### src/rtl/nios2_oci_dct_packer.sv
// nios2_oci_dct_packer
//
// Debug compressed-trace (DCT) packer for the Nios II OCI trace path.
// It collects 2-bit trace atoms into a 30-bit buffer that holds up to 15 atoms.
// A completed frame moves into a one-frame holding register. The holding register
// is offered downstream through a valid/ready handshake.
//
// Parameters:
//   IDLE_TIMEOUT  number of cycles without an accepted atom before a partial buffer
//                 auto-flushes. 0 disables auto-flush.
//   TS_W          width of the frame timestamp. Used only with NIOS2_DCT_TIMESTAMP_EN.
//
// Optional feature (macro NIOS2_DCT_TIMESTAMP_EN):
//   Adds a free-running TS_W-bit cycle counter and the frame_ts_o output. frame_ts_o
//   holds the counter value from the cycle in which the frame was transferred.
//
// Ports:
//   clk_i          system clock
//   reset_i        asynchronous active-high reset
//   trace_en_i     atom capture enable
//   atom_valid_i   atom strobe
//   atom_i         atom code: 00 not-taken, 01 taken, 10 exception, 11 sync
//   flush_i        request to emit a partial buffer
//   ovf_clr_i      clears the sticky overflow flag
//   frame_ready_i  downstream accepts the held frame
//   frame_valid_o  holding register occupied
//   frame_data_o   packed atoms of the held frame
//   frame_count_o  atoms in the held frame (1..15)
//   frame_ts_o     transfer timestamp (optional)
//   dct_buffer_o   live collection buffer
//   dct_count_o    live atom count (0..15)
//   overflow_o     sticky: an atom was dropped
module nios2_oci_dct_packer #(
  parameter int unsigned IDLE_TIMEOUT = 64,
  parameter int unsigned TS_W         = 16
) (
  input  logic            clk_i,
  input  logic            reset_i,
  input  logic            trace_en_i,
  input  logic            atom_valid_i,
  input  logic [1:0]      atom_i,
  input  logic            flush_i,
  input  logic            ovf_clr_i,
  input  logic            frame_ready_i,
  output logic            frame_valid_o,
  output logic [29:0]     frame_data_o,
  output logic [3:0]      frame_count_o,
`ifdef NIOS2_DCT_TIMESTAMP_EN
  output logic [TS_W-1:0] frame_ts_o,
`endif
  output logic [29:0]     dct_buffer_o,
  output logic [3:0]      dct_count_o,
  output logic            overflow_o
);

  localparam int unsigned IdleMax = (IDLE_TIMEOUT == 0) ? 0 : IDLE_TIMEOUT - 1;
  localparam int unsigned IdleW   = (IdleMax > 0) ? $clog2(IdleMax + 1) : 1;
  localparam logic [IdleW-1:0] IdleMaxW = IdleW'(IdleMax);

  typedef enum logic [1:0] {StCollect, StHold, StStall} state_e;

  state_e            state_q, state_d;
  logic [29:0]       buf_q, buf_d;
  logic [3:0]        cnt_q, cnt_d;
  logic [29:0]       fdata_q, fdata_d;
  logic [3:0]        fcnt_q, fcnt_d;
  logic              pend_q, pend_d;
  logic              ovf_q, ovf_d;
  logic [IdleW-1:0]  idle_q, idle_d;

  logic        accept_try, is_sync, full, has_atoms, timeout;
  logic        req_base, sync_trig, hold_free, xfer, accepted, drop;
  logic [29:0] appended;

  always_comb begin
    accept_try = trace_en_i & atom_valid_i;
    is_sync    = (atom_i == 2'b11);
    full       = (cnt_q == 4'd15);
    has_atoms  = (cnt_q != 4'd0);
    timeout    = (IDLE_TIMEOUT != 0) && has_atoms && (idle_q == IdleMaxW);
    // pend_q holds a flush, timeout or sync request that arrived while the
    // holding register was busy.
    req_base   = full | (has_atoms & (flush_i | pend_q | timeout));
    // A sync atom with no other request is written first and then closes the frame.
    sync_trig  = accept_try & is_sync & ~req_base;
    hold_free  = (state_q == StCollect) | frame_ready_i;
    xfer       = (req_base | sync_trig) & hold_free;
    appended   = buf_q | ({28'b0, atom_i} << {cnt_q, 1'b0});

    buf_d    = buf_q;
    cnt_d    = cnt_q;
    fdata_d  = fdata_q;
    fcnt_d   = fcnt_q;
    pend_d   = pend_q;
    accepted = 1'b0;
    drop     = 1'b0;

    if (xfer) begin
      if (sync_trig) begin
        fdata_d  = appended;
        fcnt_d   = cnt_q + 4'd1;
        buf_d    = '0;
        cnt_d    = '0;
        pend_d   = 1'b0;
        accepted = 1'b1;
      end else begin
        // The incoming atom starts the freshly emptied buffer.
        fdata_d  = buf_q;
        fcnt_d   = cnt_q;
        buf_d    = accept_try ? {28'b0, atom_i} : '0;
        cnt_d    = accept_try ? 4'd1 : 4'd0;
        pend_d   = accept_try & is_sync;
        accepted = accept_try;
      end
    end else begin
      if (accept_try) begin
        if (full) begin
          drop = 1'b1;
        end else begin
          buf_d    = appended;
          cnt_d    = cnt_q + 4'd1;
          accepted = 1'b1;
          if (is_sync) pend_d = 1'b1;
        end
      end
      if (has_atoms & (flush_i | timeout)) pend_d = 1'b1;
    end

    ovf_d = drop | (ovf_q & ~ovf_clr_i);

    if (xfer | accepted) begin
      idle_d = '0;
    end else if (has_atoms && (idle_q != IdleMaxW)) begin
      idle_d = idle_q + 1'b1;
    end else begin
      idle_d = idle_q;
    end
  end

  always_comb begin
    state_d = state_q;
    case (state_q)
      StCollect: if (xfer) state_d = StHold;
      StHold: begin
        if (frame_ready_i) begin
          state_d = xfer ? StHold : StCollect;
        end else if (req_base | sync_trig) begin
          state_d = StStall;
        end
      end
      StStall: if (frame_ready_i) state_d = xfer ? StHold : StCollect;
      default: state_d = StCollect;
    endcase
  end

  always_ff @(posedge clk_i or posedge reset_i) begin
    if (reset_i) begin
      state_q <= StCollect;
      buf_q   <= '0;
      cnt_q   <= '0;
      fdata_q <= '0;
      fcnt_q  <= '0;
      pend_q  <= 1'b0;
      ovf_q   <= 1'b0;
      idle_q  <= '0;
    end else begin
      state_q <= state_d;
      buf_q   <= buf_d;
      cnt_q   <= cnt_d;
      fdata_q <= fdata_d;
      fcnt_q  <= fcnt_d;
      pend_q  <= pend_d;
      ovf_q   <= ovf_d;
      idle_q  <= idle_d;
    end
  end

`ifdef NIOS2_DCT_TIMESTAMP_EN
  logic [TS_W-1:0] ts_q, fts_q;

  always_ff @(posedge clk_i or posedge reset_i) begin
    if (reset_i) begin
      ts_q  <= '0;
      fts_q <= '0;
    end else begin
      ts_q <= ts_q + 1'b1;
      if (xfer) fts_q <= ts_q;
    end
  end

  assign frame_ts_o = fts_q;
`else
  logic [TS_W-1:0] unused_ts;
  assign unused_ts = '0;
`endif

  assign frame_valid_o = (state_q != StCollect);
  assign frame_data_o  = fdata_q;
  assign frame_count_o = fcnt_q;
  assign dct_buffer_o  = buf_q;
  assign dct_count_o   = cnt_q;
  assign overflow_o    = ovf_q;

endmodule

### config.mk
export PLATFORM = sky130hd
export DESIGN_NAME = nios2_oci_dct_packer
export DESIGN_NICKNAME = d
export VERILOG_FILES = /design/src/rtl/nios2_oci_dct_packer.sv
export SDC_FILE = /design/constraint.sdc
export NUM_CORES = 1
export LEC_CHECK = 0
export BUFFER_PORTS_ARGS = -buffer_cell sky130_fd_sc_hd__buf_2
export CORE_AREA = 4 4 89 91
export CTS_CLUSTER_DIAMETER = 60
export CTS_CLUSTER_SIZE = 24
export DETAILED_ROUTE_END_ITERATION = 8
export DIE_AREA = 0 0 93 95
export HOLD_SLACK_MARGIN = 0.03
export PLACE_DENSITY_LB_ADDON = 0.2
export SLEW_MARGIN = 20
export SYNTH_ARGS = -nofsm -noshare
export SYNTH_HDL_FRONTEND = slang
export SYNTH_SLANG_ARGS = --single-unit
### constraint.sdc
create_clock -name clk_i -period 3.2 [get_ports clk_i]
set_input_delay 0.32 -clock clk_i [delete_from_list [all_inputs] [get_ports clk_i]]
set_output_delay 0.32 -clock clk_i [all_outputs]
set_load 0.02 [all_outputs]
==> flow_summary.yaml, run 1 <==
layout:
  antennaDiodeCount: 0
  n_fill_cell: 647
  seq_area_mm2: 0.00195
  multi_input_area_mm2: 0.00161
  layout.nets: 469
  fin_area_mm2: 0.00451
  area_delta_synth_final_pct: 18.3
  drive_gt1_frac: 0.258
timing:
  period_share: 0.884
  relSlewSlack: 0.385
  fin_setup_tns_ns: 0
  clock_skew_ns: 0.0170
  slew_violations: 0
  timing.final.setup_violations: 0
  fmax_mhz: 354
  hold_slack_ns: 0.166
  fin_ws_ns: 0.373
  period_needed_ns: 2.83
  hold_viol_final: 0
  worst_pin_slew_ns: 0.916
  grt_setup_unrepaired: "false"
worst_setup_path:
  path_depth: 7
  cp_cell_sequence: "clkinv_1, ha_1, or3b_2, nand2_1, o21ai_4, buf_4, mux2i_1"
  reg2reg_to: "frame_data_o[25]"
  startpoint: "dct_count_o[0]"
  worstSetupPathType: "reg2reg"
  cp_data_arrival_time_ns: 3.10
  cp-end-kind: "flip-flop"
  critPathLaunchType: "flip-flop"
  slowest_delay_ns: 0.61
  reg2reg_from: "dct_count_o[0]"
  cp.required_ns: 3.47
  worst-path-buf-inv: 2
  crit_slowest_cell: "dfrtp_1"
  r2r_setup_slack_ns: 0.37
  ff2ff_path_depth: 7
  path_max_fanout: 20
  crit_family: "buffers and inverters"
  endpoint: "frame_data_o[25]"
floorplan:
  dieArea_mm2: 0.00884
  coreArea_mm2: 0.00714
  rows: 31
  die_h_um: 95
  start_util: 0.533
  die_x_um: 93
  ioPinCount: 79
logic_synthesis:
  synth_mux_area_frac: 0.0828
  yosys.cell_types.count: 55
  synth.avg_cell_area_um2: 10.1
  synthAdderAreaFrac: 0.0125
  synth_fp_nets: 389
  synth_compound_gate_area_share: 0.189
  yosysTopAreaCellShare: 0.513
  ys_top_cells_by_area: "dfrtp_1, a21oi_1, mux2i_1"
  synthArstFlopShare: 1.00
  synth_common_cells: "dfrtp_1, a21oi_1, nor2_1"
  synthesis.area_mm2: 0.00381
  synth_top_flop_cell: "dfrtp_1"
  synth_most_common_cell: "dfrtp_1"
  synth_area_leader_cell: "dfrtp_1"
  syn_inst: 377
  synth_xor_area_frac: 0.00920
  synth_seq_cells: 78
  synth_edf_count: 0
  synth_top_family_by_area: "compound AO/OA/AOI/OAI gates"
  yosysSeqAreaShare: 0.513
  synth_warnings: 0
  synth-simple-area-share: 0.128
place:
  post-dp-hpwl_um: 7250
  portBuffers: 78
  post-place-ws_ns: 0.478
  gp_congestion: 0.956
  place_area_mm2: 0.00429
grt:
  grt_pass1_wl_um: 17100
  grt_usage: 0.248
  grt_start_max_net_pins: 46
  grt_pass1_vias: 3301
  antenna_found_initial: 0
  overflow: 0
outcome:
  status: "completed"
clocking:
  clock-sinks: 78
  cts_max_level: 3
  numCtsBuffers: 9
  cts_tree: "done"
  clk_pin_slew_ns: 0.09
  cts.path.max_buffers: 2
  root_buffer: "clkbuf_8"
  insertion_delay_ns: 0.36
  cts_resized: 0
drt:
  dr.pass1.iters: 5
  viasPerCell: 5.81
  drc: 0
  via_count: 3258
  detail-route-antenna-nets: 0
  routed_wl_um: 10200
  post_drt_wl_per_cell_um: 18.2
  drtIter0Drc: 231
power:
  power_uw: 3290
  power_density_mw_per_mm2: 730
  peakVddDrop_v: 0.000389
  p_leak_uw: 0.00220
min_path:
  hold_start: "ovf_clr_i"
  hold_path.class: "in2reg"
run:
  drv_cap: 0
layout make-up:
| cell class | instances | share of cell area |
|---|---|---|
| sequential | 78 | 0.433 |
| multi-input combinational | 245 | 0.358 |
| timing repair buffer | 88 | 0.107 |
| inverter | 35 | 0.0292 |
| clock buffer | 9 | 0.0275 |
| tap | 99 | 0.0275 |
| clock inverter | 7 | 0.0178 |
timing repair:
action                                 CTS  global route
hold buffers                             1             0
setup buffers                            0             0
endpoints found under the hold margin   23             0
routing by layer:
layer	track usage	routed length [µm]
met3	0.0590	618
met2	0.394	4920
met5	0	0
met4	0.0684	125
met1	0.342	4550
through the flow:
stage                      util  cells
after floorplan               -    377
after global placement    0.601    544
after detailed placement  0.601    544
after global routing      0.631    561
final                     0.631    561
after CTS                 0.631    561
sequential cells by signal, indices dropped and copies added, names as in the netlist:
register	count
dct_buffer_o	30
overflow_o	1
state_q	2
idle_q	6
pend_q	1
frame_data_o	30
dct_count_o	4
frame_count_o	4
report_power, final:
group | internal (µW) | total, µW | switching, µW
Clock | 372 | 777 | 406
Combinational | 448 | 1230 | 780
Sequential | 1120 | 1280 | 160
kinds of logic (layout without fill, tap and decap cells):
logic type	after synthesis	in the layout
AND/OR/NAND/NOR	96	96
AO/OA/AOI/OAI	110	110
adder cells (fa/ha/maj)	4	4
XOR/XNOR	4	4
flip-flops	78	78
multiplexers	31	31
buffers and inverters	54	139
placed cells by master, fill, tap and decap left out, types with 5 or more instances in the layout:
cell type | netlist | layout
dfrtp_1 | 78 | 78
buf_2 | 1 | 78
a21oi_1 | 60 | 60
nor2_1 | 41 | 41
inv_1 | 34 | 33
mux2i_1 | 27 | 27
nor3_1 | 14 | 14
nand2_1 | 9 | 9
clkbuf_8 | 0 | 9
and3_1 | 8 | 8
a31oi_1 | 8 | 8
buf_4 | 4 | 8
nand3_1 | 7 | 7
o21ai_0 | 6 | 6
a211oi_1 | 5 | 5
how the worst min path moves through the flow:
stage | endpoint | slack [ns] | cells past startpoint
after floorplan | overflow_o | 0.42 | 1
after global placement | frame_data_o[27] | 0.37 | 2
after detailed placement | frame_data_o[26] | 0.39 | 2
after CTS | overflow_o | 0.16 | 2
after global routing | overflow_o | 0.17 | 2
final | overflow_o | 0.17 | 2
Power figures use the tool's default switching activity.
==> inputs of run 2 (changes only) <==
--- a/config.mk
+++ b/config.mk
@@ -6,11 +6,11 @@
 export NUM_CORES = 1
 export LEC_CHECK = 0
 export BUFFER_PORTS_ARGS = -buffer_cell sky130_fd_sc_hd__buf_2
-export CORE_AREA = 4 4 89 91
+export CORE_AREA = 4 4 93 95
 export CTS_CLUSTER_DIAMETER = 60
 export CTS_CLUSTER_SIZE = 24
 export DETAILED_ROUTE_END_ITERATION = 8
-export DIE_AREA = 0 0 93 95
+export DIE_AREA = 0 0 97 99
 export HOLD_SLACK_MARGIN = 0.03
 export PLACE_DENSITY_LB_ADDON = 0.2
 export SLEW_MARGIN = 20
==> flow_summary.yaml, run 2 (synthesis gave the netlist of run 1 again) <==
outcome:
  status: "completed"
timing:
  relSlewSlack: 0.294
  worst_pin_slew_ns: 1.05
  hold_slack_ns: 0.170
  period_needed_ns: 2.82
  hold_viol_final: 0
  period_share: 0.882
  fmax_mhz: 354
  grt_setup_unrepaired: "false"
  fin_setup_tns_ns: 0
  clock_skew_ns: 0.0108
  timing.final.setup_violations: 0
  slew_violations: 0
layout:
  area_delta_synth_final_pct: 18.6
  antennaDiodeCount: 0
  layout.nets: 470
  drive_gt1_frac: 0.255
  layout_common_cells: "dfrtp_1, buf_2, a21oi_1"
  fin_area_mm2: 0.00452
  n_fill_cell: 676
power:
  swShare: 0.406
  power.internal_uw: 1930
  power_frac_clock: 0.225
  peakVddDrop_v: 0.000536
  seqPwrFrac: 0.394
  power_uw: 3260
  p_comb_frac: 0.381
  p_sw_uw: 1320
  power_density_mw_per_mm2: 721
  p_leak_uw: 0.00220
clocking:
  clk_pin_slew_ns: 0.08
  cts_tree: "done"
  cts.path.max_buffers: 2
  cts_resized: 0
  numCtsBuffers: 9
  post-cts-setup-buffer-count: 0
  insertion_delay_ns: 0.35
  clock-sinks: 78
  cts_max_level: 3
  root_buffer: "clkbuf_8"
floorplan:
  start_util: 0.493
  die_h_um: 99
  ioPinCount: 79
  rows: 32
  die_x_um: 97
  dieArea_mm2: 0.00960
  coreArea_mm2: 0.00773
worst_setup_path:
  cp_cell_sequence: "clkinv_1, ha_1, or3b_2, nand2_1, o21ai_4, buf_4, mux2i_1"
  path_max_fanout: 16
  cp.required_ns: 3.46
  cp_data_arrival_time_ns: 3.09
  critPathLaunchType: "flip-flop"
  crit_family: "buffers and inverters"
  crit_slowest_cell: "dfrtp_1"
  worst-path-buf-inv: 2
  slowest_delay_ns: 0.59
  worstSetupPathType: "reg2reg"
  cp-end-kind: "flip-flop"
drt:
  detail-route-antenna-nets: 0
  drtIter0Drc: 223
  routed_wl_um: 10500
  viasPerCell: 5.82
  via_count: 3288
  drc: 0
  post_drt_wl_per_cell_um: 18.6
  dr.pass1.iters: 5
grt:
  antenna_found_initial: 0
  grt_pass1_wl_um: 17200
  grt_start_max_net_pins: 69
  grt_usage: 0.224
  overflow: 0
  grt_pass1_vias: 3174
place:
  gp_congestion: 0.884
  portBuffers: 78
  post-dp-hpwl_um: 7260
  place_area_mm2: 0.00432
run:
  drv_cap: 0
min_path:
  hold_path.class: "in2reg"
==> run 2: cell count changes in the layout (fill, tap and decap cells not counted) <==
cell	previous run	this run
buf_12	1	2
clkbuf_1	0	2
clkinv_4	1	0
clkinvlp_4	1	2
inv_6	2	1
inv_8	1	0
==> run 2: final timing paths <==
kind,cells after the start,slack [ns],end,start
worst max-delay path,7,0.38,frame_data_o[3],dct_count_o[0]
worst min-delay path,2,0.17,overflow_o,ovf_clr_i
worst max register to register,7,0.38,frame_data_o[3],dct_count_o[0]
worst min register to register,1,0.51,frame_data_o[0],frame_data_o[0]
max in group asynchronous,4,2.12,frame_count_o[2],reset_i
min in group asynchronous,3,0.44,frame_data_o[21],reset_i
==> run 2: routing by layer <==
metal | vias to the layer above | track usage | wire, µm
met5 | - | 0 | 0
met4 | 0 | 0.0767 | 159
met1 | 1609 | 0.313 | 4630
met2 | 159 | 0.344 | 4910
met3 | 14 | 0.0502 | 807
li1 | 1506 | - | -
==> run 2: stage by stage <==
stage | cells | setup WS (ns) | util
finish | 565 | 0.378 | 0.584
global route | 565 | 0.184 | 0.584
CTS | 565 | 0.435 | 0.584
detailed placement | 548 | 0.448 | 0.558
global placement | 548 | 0.609 | 0.558
floorplan | 377 | 0.681 | -
==> run 2: area by class of cell <==
cell class	instances	area [µm²]	share of cell area
inverter	35	131	0.0291
multi-input combinational	245	1610	0.357
clock inverter	5	58.8	0.0130
tap	102	128	0.0283
sequential	78	1950	0.432
clock buffer	11	131	0.0291
timing repair buffer	89	500	0.111
==> run 2: repair_timing <==
| action | in CTS | in global routing |
|---|---|---|
| hold endpoints to repair | 10 | 0 |
| hold buffers | 1 | 0 |
| endpoints found under the setup margin | 0 | 0 |
==> run 2: power by group through the flow <==
stage / combinational (µW) / clock [µW] / sequential (µW)
6_report: 1240 / 733 / 1280
5_1_grt: 1340 / 792 / 1300
4_1_cts: 1240 / 743 / 1280
3_5_place_dp: 1230 / 0 / 1290
3_3_place_gp: 1220 / 0 / 1290
2_1_floorplan: 819 / 0 / 1380
==> run 2: worst register-to-register path: cells and delay by family (launching register included) <==
| family | cells | cell delay (ns) |
|---|---|---|
| compound gates | 1 | 0.38 |
| fa+ha+maj | 1 | 0.32 |
| buf+inv | 2 | 0.68 |
| flops | 1 | 0.59 |
| mux | 1 | 0.24 |
| simple gates | 2 | 0.53 |
